## config.mk

```make
export PLATFORM = sky130hd
export DESIGN_NAME = matmul_tile_scheduler
export DESIGN_NICKNAME = d
export VERILOG_FILES = /design/src/rtl/tpu_sched_pkg.sv /design/src/rtl/tile_iter.sv /design/src/rtl/matmul_tile_scheduler.sv
export SDC_FILE = /design/constraint.sdc
export NUM_CORES = 1
export LEC_CHECK = 0
export ABC_AREA = 1
export BUFFER_PORTS_ARGS = -buffer_cell sky130_fd_sc_hd__buf_4
export CORE_UTILIZATION = 35
export DETAILED_ROUTE_END_ITERATION = 12
export PLACE_DENSITY = 0.55
export SLEW_MARGIN = 40
export SYNTH_ARGS = -nofsm -noshare
export SYNTH_HDL_FRONTEND = slang
export SYNTH_SLANG_ARGS = --single-unit
```

## constraint.sdc

```tcl
create_clock -name clk -period 10.77 [get_ports clk]
set_input_delay 0.5385 -clock clk [delete_from_list [all_inputs] [get_ports clk]]
set_output_delay 0.5385 -clock clk [all_outputs]
set_load 0.01 [all_outputs]
```

## src/rtl/tpu_sched_pkg.sv

```systemverilog
// Shared types and helpers for the tiled matmul scheduler: FSM states, default
// index widths and the tile base-address calculation.
package tpu_sched_pkg;

  localparam int unsigned ARR_DIM_DEF      = 16;
  localparam int unsigned MAX_OUT_ROWS_DEF = 128;
  localparam int unsigned MAX_OUT_COLS_DEF = 128;
  localparam int unsigned MAX_K_DEF        = 128;

  localparam int unsigned RT_W = $clog2(MAX_OUT_ROWS_DEF / ARR_DIM_DEF);
  localparam int unsigned CT_W = $clog2(MAX_OUT_COLS_DEF / ARR_DIM_DEF);
  localparam int unsigned KT_W = $clog2(MAX_K_DEF / ARR_DIM_DEF);

  typedef enum logic [2:0] {
    StIdle,
    StWLoad,
    StWPush,
    StDCalc,
    StWWait
  } sched_state_e;

  // Tile base = base + (major * span + minor) * words; the caller truncates,
  // so the result wraps modulo the memory address space.
  function automatic logic [31:0] tile_addr(input logic [31:0] base,
                                            input logic [31:0] major,
                                            input logic [31:0] span,
                                            input logic [31:0] minor,
                                            input logic [31:0] words);
    return base + (major * span + minor) * words;
  endfunction

endpackage

```

## src/rtl/tile_iter.sv

```systemverilog
// Nested r/c/k tile counter (k innermost) with a combinational lookahead of the
// following index and a last-tile flag.
module tile_iter #(
  parameter int unsigned RT_W = 3,
  parameter int unsigned CT_W = 3,
  parameter int unsigned KT_W = 3
) (
  input  logic            clk,
  input  logic            reset,
  input  logic            clear_i,
  input  logic            adv_i,
  input  logic [RT_W-1:0] r_max_i,
  input  logic [CT_W-1:0] c_max_i,
  input  logic [KT_W-1:0] k_max_i,
  output logic [RT_W-1:0] r_o,
  output logic [CT_W-1:0] c_o,
  output logic [KT_W-1:0] k_o,
  output logic            is_last_o,
  output logic [RT_W-1:0] nxt_r_o,
  output logic [CT_W-1:0] nxt_c_o,
  output logic [KT_W-1:0] nxt_k_o
);

  logic [RT_W-1:0] r_q, r_d;
  logic [CT_W-1:0] c_q, c_d;
  logic [KT_W-1:0] k_q, k_d;
  logic            k_wrap, c_wrap, r_wrap;

  always_comb begin
    k_wrap  = (k_q == k_max_i);
    c_wrap  = (c_q == c_max_i);
    r_wrap  = (r_q == r_max_i);

    nxt_k_o = k_wrap ? '0 : k_q + KT_W'(1);
    nxt_c_o = c_q;
    nxt_r_o = r_q;
    if (k_wrap) begin
      nxt_c_o = c_wrap ? '0 : c_q + CT_W'(1);
      if (c_wrap) begin
        nxt_r_o = r_wrap ? '0 : r_q + RT_W'(1);
      end
    end
    is_last_o = k_wrap && c_wrap && r_wrap;

    r_d = r_q;
    c_d = c_q;
    k_d = k_q;
    if (clear_i) begin
      r_d = '0;
      c_d = '0;
      k_d = '0;
    end else if (adv_i) begin
      r_d = nxt_r_o;
      c_d = nxt_c_o;
      k_d = nxt_k_o;
    end
  end

  always_ff @(posedge clk) begin
    if (reset) begin
      r_q <= '0;
      c_q <= '0;
      k_q <= '0;
    end else begin
      r_q <= r_d;
      c_q <= c_d;
      k_q <= k_d;
    end
  end

  assign r_o = r_q;
  assign c_o = c_q;
  assign k_o = k_q;

endmodule

```

## src/rtl/matmul_tile_scheduler.sv

```systemverilog
// Walks output tiles (r, c) and inner tiles (k), issuing weight load, weight push
// and data stream/accumulate per tile, prefetching the next tile's weights.
module matmul_tile_scheduler #(
  parameter  int unsigned ARR_DIM      = 16,
  parameter  int unsigned MAX_OUT_ROWS = 128,
  parameter  int unsigned MAX_OUT_COLS = 128,
  parameter  int unsigned MAX_K        = 128,
  parameter  int unsigned ADDR_W       = 16,
  parameter  int unsigned TILE_WORDS   = ARR_DIM,
  localparam int unsigned RT_W         = $clog2(MAX_OUT_ROWS / ARR_DIM),
  localparam int unsigned CT_W         = $clog2(MAX_OUT_COLS / ARR_DIM),
  localparam int unsigned KT_W         = $clog2(MAX_K / ARR_DIM)
) (
  input  logic              clk,
  input  logic              reset,
  input  logic              start_i,
  input  logic [RT_W-1:0]   cfg_row_tiles_m1_i,
  input  logic [CT_W-1:0]   cfg_col_tiles_m1_i,
  input  logic [KT_W-1:0]   cfg_k_tiles_m1_i,
  input  logic [ADDR_W-1:0] cfg_base_weight_i,
  input  logic [ADDR_W-1:0] cfg_base_data_i,
  output logic              busy_o,
  output logic              done_o,
  output logic              wl_start_o,
  output logic [ADDR_W-1:0] wl_addr_o,
  input  logic              wl_done_i,
  output logic              wp_start_o,
  input  logic              wp_done_i,
  output logic              dc_start_o,
  output logic [ADDR_W-1:0] dc_addr_o,
  output logic [RT_W-1:0]   dc_accum_row_o,
  output logic [CT_W-1:0]   dc_accum_col_o,
  output logic              dc_overwrite_o,
  input  logic              dc_done_i
);

  import tpu_sched_pkg::*;

  sched_state_e state_q, state_d;

  logic [RT_W-1:0]   row_m1_q, row_m1_d;
  logic [CT_W-1:0]   col_m1_q, col_m1_d;
  logic [KT_W-1:0]   k_m1_q, k_m1_d;
  logic [ADDR_W-1:0] base_w_q, base_w_d;
  logic [ADDR_W-1:0] base_d_q, base_d_d;

  logic              done_q, done_d;
  logic              wl_start_q, wl_start_d;
  logic [ADDR_W-1:0] wl_addr_q, wl_addr_d;
  logic              wp_start_q, wp_start_d;
  logic              dc_start_q, dc_start_d;
  logic [ADDR_W-1:0] dc_addr_q, dc_addr_d;
  logic [RT_W-1:0]   dc_row_q, dc_row_d;
  logic [CT_W-1:0]   dc_col_q, dc_col_d;
  logic              dc_ovw_q, dc_ovw_d;

  // pf_pend: prefetch load issued, not yet completed; pf_done: completed, not yet pushed.
  logic              pf_pend_q, pf_pend_d;
  logic              pf_done_q, pf_done_d;

  logic              iter_clear, cur_adv, pf_adv;

  logic [RT_W-1:0]   cur_r, cur_nxt_r, pf_r, pf_nxt_r;
  logic [CT_W-1:0]   cur_c, cur_nxt_c, pf_c, pf_nxt_c;
  logic [KT_W-1:0]   cur_k, cur_nxt_k, pf_k, pf_nxt_k;
  logic              cur_last, pf_last;

  // Compute index: tile currently being pushed/streamed.
  tile_iter #(
    .RT_W (RT_W),
    .CT_W (CT_W),
    .KT_W (KT_W)
  ) u_cur_iter (
    .clk       (clk),
    .reset     (reset),
    .clear_i   (iter_clear),
    .adv_i     (cur_adv),
    .r_max_i   (row_m1_q),
    .c_max_i   (col_m1_q),
    .k_max_i   (k_m1_q),
    .r_o       (cur_r),
    .c_o       (cur_c),
    .k_o       (cur_k),
    .is_last_o (cur_last),
    .nxt_r_o   (cur_nxt_r),
    .nxt_c_o   (cur_nxt_c),
    .nxt_k_o   (cur_nxt_k)
  );

  // Prefetch index: tile whose weights were most recently requested.
  tile_iter #(
    .RT_W (RT_W),
    .CT_W (CT_W),
    .KT_W (KT_W)
  ) u_pf_iter (
    .clk       (clk),
    .reset     (reset),
    .clear_i   (iter_clear),
    .adv_i     (pf_adv),
    .r_max_i   (row_m1_q),
    .c_max_i   (col_m1_q),
    .k_max_i   (k_m1_q),
    .r_o       (pf_r),
    .c_o       (pf_c),
    .k_o       (pf_k),
    .is_last_o (pf_last),
    .nxt_r_o   (pf_nxt_r),
    .nxt_c_o   (pf_nxt_c),
    .nxt_k_o   (pf_nxt_k)
  );

  logic unused_iter;
  assign unused_iter = ^{cur_nxt_r, cur_nxt_c, cur_nxt_k, pf_r, pf_c, pf_k, pf_last, pf_nxt_r};

  always_comb begin
    state_d    = state_q;
    row_m1_d   = row_m1_q;
    col_m1_d   = col_m1_q;
    k_m1_d     = k_m1_q;
    base_w_d   = base_w_q;
    base_d_d   = base_d_q;
    done_d     = 1'b0;
    wl_start_d = 1'b0;
    wp_start_d = 1'b0;
    dc_start_d = 1'b0;
    wl_addr_d  = wl_addr_q;
    dc_addr_d  = dc_addr_q;
    dc_row_d   = dc_row_q;
    dc_col_d   = dc_col_q;
    dc_ovw_d   = dc_ovw_q;
    pf_pend_d  = pf_pend_q;
    pf_done_d  = pf_done_q;
    iter_clear = 1'b0;
    cur_adv    = 1'b0;
    pf_adv     = 1'b0;

    if (wl_done_i && pf_pend_q) begin
      pf_pend_d = 1'b0;
      pf_done_d = 1'b1;
    end

    unique case (state_q)
      StIdle: begin
        if (start_i) begin
          row_m1_d   = cfg_row_tiles_m1_i;
          col_m1_d   = cfg_col_tiles_m1_i;
          k_m1_d     = cfg_k_tiles_m1_i;
          base_w_d   = cfg_base_weight_i;
          base_d_d   = cfg_base_data_i;
          iter_clear = 1'b1;
          wl_start_d = 1'b1;
          wl_addr_d  = cfg_base_weight_i;
          pf_pend_d  = 1'b0;
          pf_done_d  = 1'b0;
          state_d    = StWLoad;
        end
      end
      StWLoad: begin
        if (wl_done_i) begin
          wp_start_d = 1'b1;
          state_d    = StWPush;
        end
      end
      StWPush: begin
        if (wp_done_i) begin
          dc_start_d = 1'b1;
          dc_addr_d  = ADDR_W'(tile_addr(32'(base_d_q), 32'(cur_r), 32'(k_m1_q) + 32'd1,
                                         32'(cur_k), 32'(TILE_WORDS)));
          dc_row_d   = cur_r;
          dc_col_d   = cur_c;
          dc_ovw_d   = (cur_k == '0);
          state_d    = StDCalc;
          if (!cur_last) begin
            pf_adv     = 1'b1;
            wl_start_d = 1'b1;
            wl_addr_d  = ADDR_W'(tile_addr(32'(base_w_q), 32'(pf_nxt_k), 32'(col_m1_q) + 32'd1,
                                           32'(pf_nxt_c), 32'(TILE_WORDS)));
            pf_pend_d  = 1'b1;
          end
        end
      end
      StDCalc: begin
        if (dc_done_i) begin
          if (cur_last) begin
            done_d  = 1'b1;
            state_d = StIdle;
          end else begin
            cur_adv = 1'b1;
            // A load completing in the same cycle counts as already prefetched.
            if (pf_done_q || (wl_done_i && pf_pend_q)) begin
              wp_start_d = 1'b1;
              pf_done_d  = 1'b0;
              state_d    = StWPush;
            end else begin
              state_d = StWWait;
            end
          end
        end
      end
      StWWait: begin
        if (wl_done_i) begin
          wp_start_d = 1'b1;
          pf_done_d  = 1'b0;
          state_d    = StWPush;
        end
      end
      default: state_d = StIdle;
    endcase
  end

  always_ff @(posedge clk) begin
    if (reset) begin
      state_q    <= StIdle;
      row_m1_q   <= '0;
      col_m1_q   <= '0;
      k_m1_q     <= '0;
      base_w_q   <= '0;
      base_d_q   <= '0;
      done_q     <= 1'b0;
      wl_start_q <= 1'b0;
      wl_addr_q  <= '0;
      wp_start_q <= 1'b0;
      dc_start_q <= 1'b0;
      dc_addr_q  <= '0;
      dc_row_q   <= '0;
      dc_col_q   <= '0;
      dc_ovw_q   <= 1'b0;
      pf_pend_q  <= 1'b0;
      pf_done_q  <= 1'b0;
    end else begin
      state_q    <= state_d;
      row_m1_q   <= row_m1_d;
      col_m1_q   <= col_m1_d;
      k_m1_q     <= k_m1_d;
      base_w_q   <= base_w_d;
      base_d_q   <= base_d_d;
      done_q     <= done_d;
      wl_start_q <= wl_start_d;
      wl_addr_q  <= wl_addr_d;
      wp_start_q <= wp_start_d;
      dc_start_q <= dc_start_d;
      dc_addr_q  <= dc_addr_d;
      dc_row_q   <= dc_row_d;
      dc_col_q   <= dc_col_d;
      dc_ovw_q   <= dc_ovw_d;
      pf_pend_q  <= pf_pend_d;
      pf_done_q  <= pf_done_d;
    end
  end

  assign busy_o         = (state_q != StIdle);
  assign done_o         = done_q;
  assign wl_start_o     = wl_start_q;
  assign wl_addr_o      = wl_addr_q;
  assign wp_start_o     = wp_start_q;
  assign dc_start_o     = dc_start_q;
  assign dc_addr_o      = dc_addr_q;
  assign dc_accum_row_o = dc_row_q;
  assign dc_accum_col_o = dc_col_q;
  assign dc_overwrite_o = dc_ovw_q;

endmodule

```

==> key figures <==
Place
  – Placed instance area: 0.00705 sq mm
  – Dpl cells: 1162
  – IO Port Bufs: 90
  – Dpl ws: 6180 ps
  – GP Congestion: 0.787
  – Hpwl dp: 11900 microns

Floorplan
  – Die height: 136 microns
  – Die area: 0.0184 sq mm
  – Starting Density: 0.360
  – CORE AREA: 0.0174 sq mm
  – DIE WIDTH: 136 microns
  – Cell Rows: 48
  – I/O Pins: 91

Clock tree
  – CTS Buf Count: 9
  – CTS clk-pin slew, worst paths: 80 ps
  – Hold_buf cts: 0
  – Clk_lat worst skew: 360 ps
  – Clock sink count: 104
  – CTS tree: yes
  – Setup bufs post-CTS: 0
  – CTS root buffer: clkbuf_16
  – # H-tree levels: 3
  – Clk buf depth: 2
  – CTS resizes: 0

Final layout
  – Final Instance Area: 0.00738 sq mm
  – Most frequent cells in the layout: nand2_1 (201), dfxtp_1 (104), inv_1 (95), a21oi_1 (94), buf_4 (91)
  – Area Overhead vs Synth: 18.2%
  – Finished Layout Cells: 1178
  – Nets: 1054
  – Fin util: 0.425
  – Share of layout cells above drive strength 1: 0.146
  – Antenna diodes: 0
  – Commonest non-fill, non-tap cell in the layout: nand2_1

Logic synthesis
  – Synthesized area per cell: 7.12 sq um
  – FFs w/ async S/R, synth: 0
  – Share of the synthesized area in the top cell type: 0.333
  – Top cells by area, synth: dfxtp_1 (33%), nand2_1 (12%), ha_1 (9.8%)
  – Synthesis warning total: 0
  – Cell taking the most area after synthesis: dfxtp_1
  – Cell count after synthesis: 877
  – Cell area after synthesis: 0.00625 sq mm
  – Ys flop type: dfxtp_1
  – #FFs+latches synth: 104
  – Mapped Nets: 983
  – Post-synthesis sequential area ratio: 0.333
  – Synth cell types: 45
  – Number of flops mapped to enable cells by yosys: 0

Critical path
  – Peak fanout along the critical path: 8
  – Crit Path Category: flop to flop
  – Setup crit end kind: flop
  – Critical path arrival: 4830 ps
  – Startpoint types: flop
  – WP data required: 10990 ps

Global routing
  – Overflow after GRT: 0
  – Vias in the first global route: 5300
  – Tot GR Track Use: 0.191
  – Largest net degree at the start of global routing: 60
  – First-pass GRT wire length: 27200 microns
  – Initial antenna violation count: 0

Detailed routing
  – Top Metal Used: met4
  – M1 wire length: 8250 microns
  – ANT nets after route: 0
  – Routed WL: 16800 microns
  – Wire per inst: 14.2 microns
  – DR iter-0 viols: 241
  – Met2 wire length: 7430 microns
  – Vias: 5653
  – Pre-antenna DRT Iters: 4
  – Met3 WL: 918 microns
  – Drt via density: 4.80
  – DR DRC count: 0

Status
  – Status: finished, final reports clean

Timing
  – Fmax achieved: 217 MHz
  – Fin Hold WS: 453 ps
  – Final Slew Violations: 0
  – Period minus WS final: 4610 ps
  – Hold Fails Final Rpt: 0
  – Clock skew: 11.4 ps
  – Worst-margin pin slew: 703 ps
  – Period utilization: 0.428
  – TNS Setup: 0 ps
  – RSZ-0062 raised after global routing: false
  – PnR worst setup slack: 6160 ps
  – Setup violations, final: 0
  – Slew HR: 0.531

Power
  – Tot Pwr: 1.24 mW
  – Peak supply drop: 0.000102 V
  – PwrDens: 168 mW/mm^2
  – P_leak: 3.60 nW

Min path
  – Hold Path Class: flop to flop

Job
  – Max_cap viols: 0
state kept, by name, summed over array words and instances (netlist names), 3 cells and up:
signal,count
base_d_q,16
base_w_q,16
dc_addr_o,16
wl_addr_o,16
col_m1_q,3
dc_accum_col_o,3
dc_accum_row_o,3
k_m1_q,3
row_m1_q,3
state_q,3
u_cur_iter.c_o,3
u_cur_iter.k_o,3
u_cur_iter.r_o,3
u_pf_iter.c_o,3
u_pf_iter.k_o,3
synth_stat cells (5+ instances only):
cell	count
nand4_1	5
inv_1	95
nand2_1	202
a21oi_1	94
clkbuf_1	13
o21ai_0	56
ha_1	49
xnor2_1	15
inv_2	9
nand3_1	72
fa_1	10
buf_2	10
or2_2	5
dfxtp_1	104
nor2_1	79
xor2_1	12
nand2_4	5
routing by layer:
layer  vias up  GRT usage
met1      2559      0.263
li1       2969          -
met3        13     0.0471
met2       112      0.298
met5         -          0
met4         0     0.0443
kinds of logic after synthesis:
family                     count (synthesis)  share of synthesized area
adders and majority gates                 59                      0.130
and+or+nand+nor                          383                      0.269
xor gates and xnor gates                  28                     0.0405
buffers and inverters                    138                     0.0897
DFF                                      104                      0.333
AOI/OAI and AO/OA                        165                      0.137
final cells by class:
type                            instances  area (sq um)
Timing Repair Buffer                   91           683
Fill cell                            1840          9980
Inverter                              107           404
Sequential cell                       104          2080
Clock inverter                          4          77.6
Clock buffer                           12           246
Tap cell                              225           282
Multi-Input combinational cell        635          3610
power breakdown:
| group | internal, mW | switching [mW] | leakage [nW] |
|---|---|---|---|
| clock | 0.211 | 0.152 | 0.157 |
| combinational | 0.145 | 0.253 | 2.59 |
| sequential | 0.439 | 0.0414 | 0.851 |
worst max-delay path, cell delays in order (launching register included):
cell and delay [ps]:
dfxtp_1 460, xor2_1 170, nor2_1 130, nor2_1 130, inv_1 90, or2_2 300
fa_1 490, inv_1 60, fa_1 540, inv_1 70, fa_1 450, o21ai_0 290
xor2_1 170, inv_1 50, ha_1 340, nand2_1 90, nor2_1 100, nand3_1 80
nand3_1 140, nand2_1 70, nand2_1 60, nand3_1 60, nand2_1 80, a21oi_1 50
final timing paths:
path                    start            end  slack (ps)  depth (start not counted)
setup / recovery    k_m1_q[0]  wl_addr_o[14]        6160                         23
hold / removal    base_w_q[0]    base_w_q[0]         450                          2
setup reg to reg    k_m1_q[0]  wl_addr_o[14]        6160                         23
hold reg to reg   base_w_q[0]    base_w_q[0]         450                          2
No activity file was read; power rests on OpenSTA's default activity.
